`src/rtl/uop_logic_pkg.sv`:
```
// Shared types and constants for the pipelined bitwise logic unit.
package uop_logic_pkg;

  typedef enum logic [2:0] {
    OP_AND,
    OP_OR,
    OP_XOR,
    OP_NAND,
    OP_NOR,
    OP_XNOR,
    OP_PASS_A,
    OP_NOT_A
  } logic_op_t;

  localparam int unsigned LATENCY_MIN = 1;
  localparam int unsigned LATENCY_MAX = 8;

endpackage

```
`src/rtl/uop_pipe_stage.sv`:
```
// One pipeline stage: a valid bit plus a data word, loaded together on enable.
module uop_pipe_stage
  import uop_logic_pkg::*;
#(
  parameter int unsigned WIDTH = 8
) (
  input  logic             clk,
  input  logic             n_reset,
  input  logic             i_en,
  input  logic             i_valid,
  input  logic [WIDTH-1:0] i_data,
  output logic             o_valid,
  output logic [WIDTH-1:0] o_data
);

  logic             r_valid;
  logic [WIDTH-1:0] r_data;

  always_ff @(posedge clk or negedge n_reset) begin
    if (!n_reset) begin
      r_valid <= 1'b0;
      r_data  <= '0;
    end else if (i_en) begin
      r_valid <= i_valid;
      r_data  <= i_data;
    end
  end

  assign o_valid = r_valid;
  assign o_data  = r_data;

endmodule

```
`src/rtl/uop_logic_pipe.sv`:
```
// Two-operand bitwise logic unit with a fixed-latency valid/ready pipeline.
module uop_logic_pipe
  import uop_logic_pkg::*;
#(
  parameter int unsigned WIDTH   = 8,
  parameter int unsigned LATENCY = 2
) (
  input  logic             clk,
  input  logic             n_reset,
  input  logic             in_valid,
  output logic             in_ready,
  input  logic_op_t        op,
  input  logic [WIDTH-1:0] a,
  input  logic [WIDTH-1:0] b,
  output logic             out_valid,
  input  logic             out_ready,
  output logic [WIDTH-1:0] result,
  output logic             busy
);

  if (LATENCY < LATENCY_MIN || LATENCY > LATENCY_MAX) begin : g_bad_latency
    $error("uop_logic_pipe: LATENCY out of range");
  end
  if (WIDTH < 1 || WIDTH > 64) begin : g_bad_width
    $error("uop_logic_pipe: WIDTH out of range");
  end

  logic [WIDTH-1:0] w_op_res;
  logic             w_adv;
  logic [LATENCY:0] w_vld;
  logic [WIDTH-1:0] w_dat [LATENCY+1];

  always_comb begin
    w_op_res = '0;
    case (op)
      OP_AND:    w_op_res = a & b;
      OP_OR:     w_op_res = a | b;
      OP_XOR:    w_op_res = a ^ b;
      OP_NAND:   w_op_res = ~(a & b);
      OP_NOR:    w_op_res = ~(a | b);
      OP_XNOR:   w_op_res = ~(a ^ b);
      OP_PASS_A: w_op_res = a;
      OP_NOT_A:  w_op_res = ~a;
      default:   w_op_res = '0;
    endcase
  end

  // Index 0 is the combinational input; indices 1..LATENCY are stage outputs.
  assign w_vld[0] = in_valid;
  assign w_dat[0] = w_op_res;

  for (genvar i = 0; i < LATENCY; i++) begin : g_stage
    uop_pipe_stage #(.WIDTH(WIDTH)) u_stage (
      .clk     (clk),
      .n_reset (n_reset),
      .i_en    (w_adv),
      .i_valid (w_vld[i]),
      .i_data  (w_dat[i]),
      .o_valid (w_vld[i+1]),
      .o_data  (w_dat[i+1])
    );
  end

  // Single global enable: bubbles are not collapsed, the whole pipe moves or holds.
  assign w_adv     = !out_valid || out_ready;
  assign in_ready  = w_adv;
  assign out_valid = w_vld[LATENCY];
  assign result    = w_dat[LATENCY];
  assign busy      = |w_vld[LATENCY:1];

endmodule

```
`config.mk`:
```
export PLATFORM = sky130hd
export DESIGN_NAME = uop_logic_pipe
export DESIGN_NICKNAME = d
export VERILOG_FILES = /design/src/rtl/uop_logic_pkg.sv /design/src/rtl/uop_pipe_stage.sv /design/src/rtl/uop_logic_pipe.sv
export SDC_FILE = /design/constraint.sdc
export NUM_CORES = 1
export LEC_CHECK = 0
export CORE_MARGIN = 1.5
export CORE_UTILIZATION = 46
export DETAILED_ROUTE_END_ITERATION = 12
export PLACE_DENSITY = 0.76
export SYNTH_ARGS = -nofsm -noshare
export SYNTH_HDL_FRONTEND = slang
export SYNTH_HIERARCHICAL = 1
export SYNTH_SLANG_ARGS = --single-unit
```
`constraint.sdc`:
```
create_clock -name clk -period 1.05 [get_ports clk]
set_input_delay 0.105 -clock clk [delete_from_list [all_inputs] [get_ports clk]]
set_output_delay 0.105 -clock clk [all_outputs]
set_load 0.01 [all_outputs]
```
# After elaboration in Yosys (flattened, before gate mapping)

Cells that the tools add are included.

Flip-flop bits (word level): 18
Input bits: 23

Eq/ne operators: 7
Mux-type cells: 1
Bitwise gates (word level): 7
Reductions and logical operators: 4

Operators by type and width:

| cell                                                 | count |
|---|---|
| case mux 8 bit (8 select lines)                      | 1 |
| inverter 8 bit                                       | 4 |
| equality test 3 bit (second input constant)          | 4 |
| AND 8 bit                                            | 1 |
| OR 8 bit                                             | 1 |
| XOR 8 bit                                            | 1 |
| equality test 3 x 2 -> 1 bit (second input constant) | 2 |
| equality test 3 x 1 -> 1 bit (second input constant) | 1 |
| zero test 3 bit                                      | 1 |
| OR reduction 2 bit                                   | 1 |
| zero test 1 bit                                      | 1 |
| logical OR 1 bit                                     | 1 |

# Logic depth before layout (Yosys ltp)

Depth in word-level cells: 3
Mapped depth: 7
Depth with buffers taken out: 7

# Hierarchy

The synthesis kept the hierarchy.

Modules (own cells, without submodules):

| module         | times used | cells each | area each (µm²) | seq. area each (µm²) |
|---|---|---|---|---|
| uop_logic_pipe | 1          | 117        | 892.1           | 0.0 |
| uop_pipe_stage | 2          | 19         | 371.6           | 225.2 |

# Least setup slack after synthesis

OpenSTA, ideal clock, no wires.

Kind: input-to-reg
Start: in a[0]
End: reg g_stage[0].u_stage.r_data[0]
Setup time: 0.125 ns
Arrival: 1.377 ns
Data required time: 0.925 ns
Path slack: -0.452 ns
Stages on the path: 5
Path buffers: 0
Path through: inv_1 > ha_1 > mux2_1 > mux4_2 > mux2_4

RTL lines:

| element              | RTL line             | RTL |
|---|---|---|
| start, declared      | uop_logic_pipe.sv:13 | `input logic [WIDTH-1:0] a,` |
| end signal, assigned | uop_pipe_stage.sv:25 | `r_data <= i_data;` |
| end, declared        | uop_pipe_stage.sv:17 | `logic [WIDTH-1:0] r_data;` |

# Worst setup path in the final report

Start: reg g_stage[1].u_stage.r_valid
End: out busy

Cells in the longest elaborated chain, start to end: 1

Ends and longest elaborated chain:

| element                | RTL line             | RTL |
|---|---|---|
| start, declared        | uop_pipe_stage.sv:16 | `logic r_valid;` |
| start signal, assigned | uop_pipe_stage.sv:24 | `r_valid <= i_valid;` |
| OR reduction 2 bit     | uop_logic_pipe.sv:69 | `assign busy = \|w_vld[LATENCY:1];` |
| end, declared          | uop_logic_pipe.sv:18 | `output logic busy` |

No other way between the ends.

==> results.ini <==
[die]
die_h_um = 62.6
row_count = 21
ios = 34
start_util_pct = 48.6
die_area_sq_um = 3920
coreArea_sq_um = 3360
die_x_um = 62.6

[clock_tree]
cts-hold-fix-buffers = 0
tritoncts = built
cts_sinks = 18
cts_buffer_depth = 2
root_buffer = clkbuf_4
clk_latency_ps = 310
numCtsBuffers = 3
htree_levels = 1
clk_pin_slew_ps = 100

[drt]
top_layer = met4
drtPass1Iterations = 4
num_vias = 1319
drtAntennaViolNets = 0
post_drt_via_cell_ratio = 5.15
wl_met1_um = 1530
drc_errors = 0
drtIter0Drc = 66
wl_per_cell_um = 15.0
routed_wl_um = 3830
wl_met2_um = 1990
route.met3.wl_um = 165

[synthesis]
syn-instance-count = 155
yosysUniqueCellTypes = 19
synth_top_area_share_pct = 27.5
synth-async-reset-ratio_pct = 100
yosysWarnings = 6
ys_ff_latch = 18
synth.cell_area_sq_um = 1640
yosys-top-cells-area = dfrtp_1 (28%), mux2_4 (17%), ha_1 (12%)
synth_common_cells = inv_1 (24), dfrtp_1 (18), mux2_4 (18)
ys_seq_area_share_pct = 27.5
syn_nets = 194
synth_edf_count = 0
syn_avg_cell_area_sq_um = 10.6
yosys.cell_count.top_type = inv_1
synth_ff_type = dfrtp_1
synth_top_cell_by_area = dfrtp_1

[place]
globalplace.congestion = 0.709
io_buffers = 33
dp_hpwl_um = 2690

[worst_hold_path]
hp-class = in -> async

[timing]
finalCritPeriodShare_pct = 125
setup_ws_ps = -258
finalCriticalPeriod_ps = 1310
finalSetupViolCount = 21
report.final.hold_viol_count = 0
report.final.slew_viol_count = 0
tns_ps = -3970
slew_headroom_pct = 84.3
rsz0062_at_grt = yes
fin_skew_ps = 3.95
tightest_slew_ps = 234
clock.fmax_mhz = 765

[power]
clockPowerShare_pct = 15.2
power.density_nw_per_um2 = 1240
seq_power_share_pct = 34.5
p_int_mw = 1.98
swShare_pct = 30.8
ir_drop_v = 0.000476
p_leak_nw = 1.12
switchingPower_mw = 0.881
combinationalPowerShare_pct = 50.3

[cells_and_area]
multiInputGateArea_sq_um = 1130
fin_nets = 250
post-route-util_pct = 68.6
fill_cells = 261
n_antenna_cell = 0
layout-drive-gt1-share_pct = 60.0
regArea_sq_um = 452
areaGrowthSynthToFinish_pct = 41.0

[global_routing]
grt_pass1_wl_um = 6660
grt_max_degree = 23
track_usage_pct = 21.8
grt-ovfl-total = 0
antenna_found_initial = 0
grt_pass1_vias = 1474

[setup_path]
end_kind = output port
critPathArrivalTime_ps = 1200
required_ps = 940
criticalPathCategory = reg -> out
worstSetupStartpointType = flip-flop
crit_fanout = 3

[status]
outcome = finished, violations left
violations = negative setup slack

[flow_run]
cap_violations = 0

-- logic make-up after synthesis --
kind of cell | synth area share [%]
AOI/OAI and AO/OA | 11.2
DFF | 27.5
buffers and inverters | 11.9
and+or+nand+nor | 7.27
xor gates and xnor gates | 2.68
muxes | 27.2
adders and majority gates | 12.2
-- power groups by stage --
stage / registers (mW) / logic (mW) / clock network (mW)
after floorplan: 1.04 / 0.737 / 0
after global placement: 0.996 / 1.25 / 0
after global routing: 1.01 / 1.55 / 0.491
after CTS: 0.985 / 1.48 / 0.442
final: 0.986 / 1.44 / 0.434
after detailed placement: 1.00 / 1.31 / 0
-- per-stage QoR --
stage               hold WS [ps]  std cells  setup WS [ps]  area, sq um  power [mW]
detailed placement           449        243          -1030         2190        2.31
floorplan                   -191        155           -361         1750        1.77
finish                       104        256           -258         2310        2.86
CTS                          114        256           -273         2410        2.91
global route                 103        256           -307         2310        3.06
global placement             450        243           -991         2190        2.24
-- layout by cell type (no fill, tap or decap), types with 3 or more instances in the layout --
master	synthesis	final
inv_2	0	13
nor2_2	0	3
buf_6	7	12
clkbuf_2	0	22
dfrtp_1	18	17
ha_2	0	5
buf_12	0	3
ha_4	0	8
xor2_1	5	5
or2_2	4	3
o32a_1	6	6
a22o_1	3	3
mux2i_1	5	5
clkbuf_4	0	3
nand2b_1	4	3
inv_1	24	9
nor2_1	16	13
clkdlybuf4s50_1	0	3
ha_1	16	3
a21oi_1	15	13
buf_4	2	17
a211oi_1	3	3
mux2_4	18	19
mux4_2	5	5
-- path summary, 6_finish.rpt --
| path | from | endpoint | slack [ps] | cells past startpoint |
|---|---|---|---|---|
| max | g_stage[1].u_stage/o_valid$_DFFE_PN0P_ | busy | -260 | 3 |
| min | n_reset | g_stage[0].u_stage/o_data[7]$_DFFE_PN0P_ | 100 | 2 |
| max reg2reg | g_stage[1].u_stage/o_valid$_DFFE_PN0P_ | g_stage[1].u_stage/o_data[1]$_DFFE_PN0P_ | -200 | 4 |
| min reg2reg | g_stage[1].u_stage/o_data[1]$_DFFE_PN0P_ | g_stage[1].u_stage/o_data[1]$_DFFE_PN0P_ | 520 | 1 |
| max in group asynchronous | n_reset | g_stage[1].u_stage/o_valid$_DFFE_PN0P_ | 740 | 2 |
| min in group clk | op[1] | g_stage[0].u_stage/o_data[3]$_DFFE_PN0P_ | 280 | 3 |
-- cell type report --
class                   count  area share [%]
repair buffers             62            22.7
clock buffers               4            1.57
well taps                  46            2.50
flip-flops and latches     18            19.6
multi-input cells         102            49.1
inverters                  24            4.56
-- sequential cells by signal, indices dropped and copies added, names as in the netlist --
name and count:
g_stage.u_stage/o_valid 2, g_stage.u_stage/o_data 16
-- critical path: stages, from the launching register on --
cell	delay, ps
dfrtp_2	440
buf_6	110
or2_4	220
buf_6	120
-- what timing repair did --
action                                  CTS  global route
endpoints found under the setup margin   29            29
pin swaps                                 8             3
gates cloned                              2             1
endpoints found under the hold margin     0             0
setup buffers                             7             4
gates resized for setup                  89            46
-- routing by layer --
layer  global-route usage (%)  vias up
met5                        0        -
met4                     11.1        0
met3                     5.05       13
met2                     40.1       44
met1                     23.1      621
li1                         -      641
No activity file was read; power rests on OpenSTA's default activity.
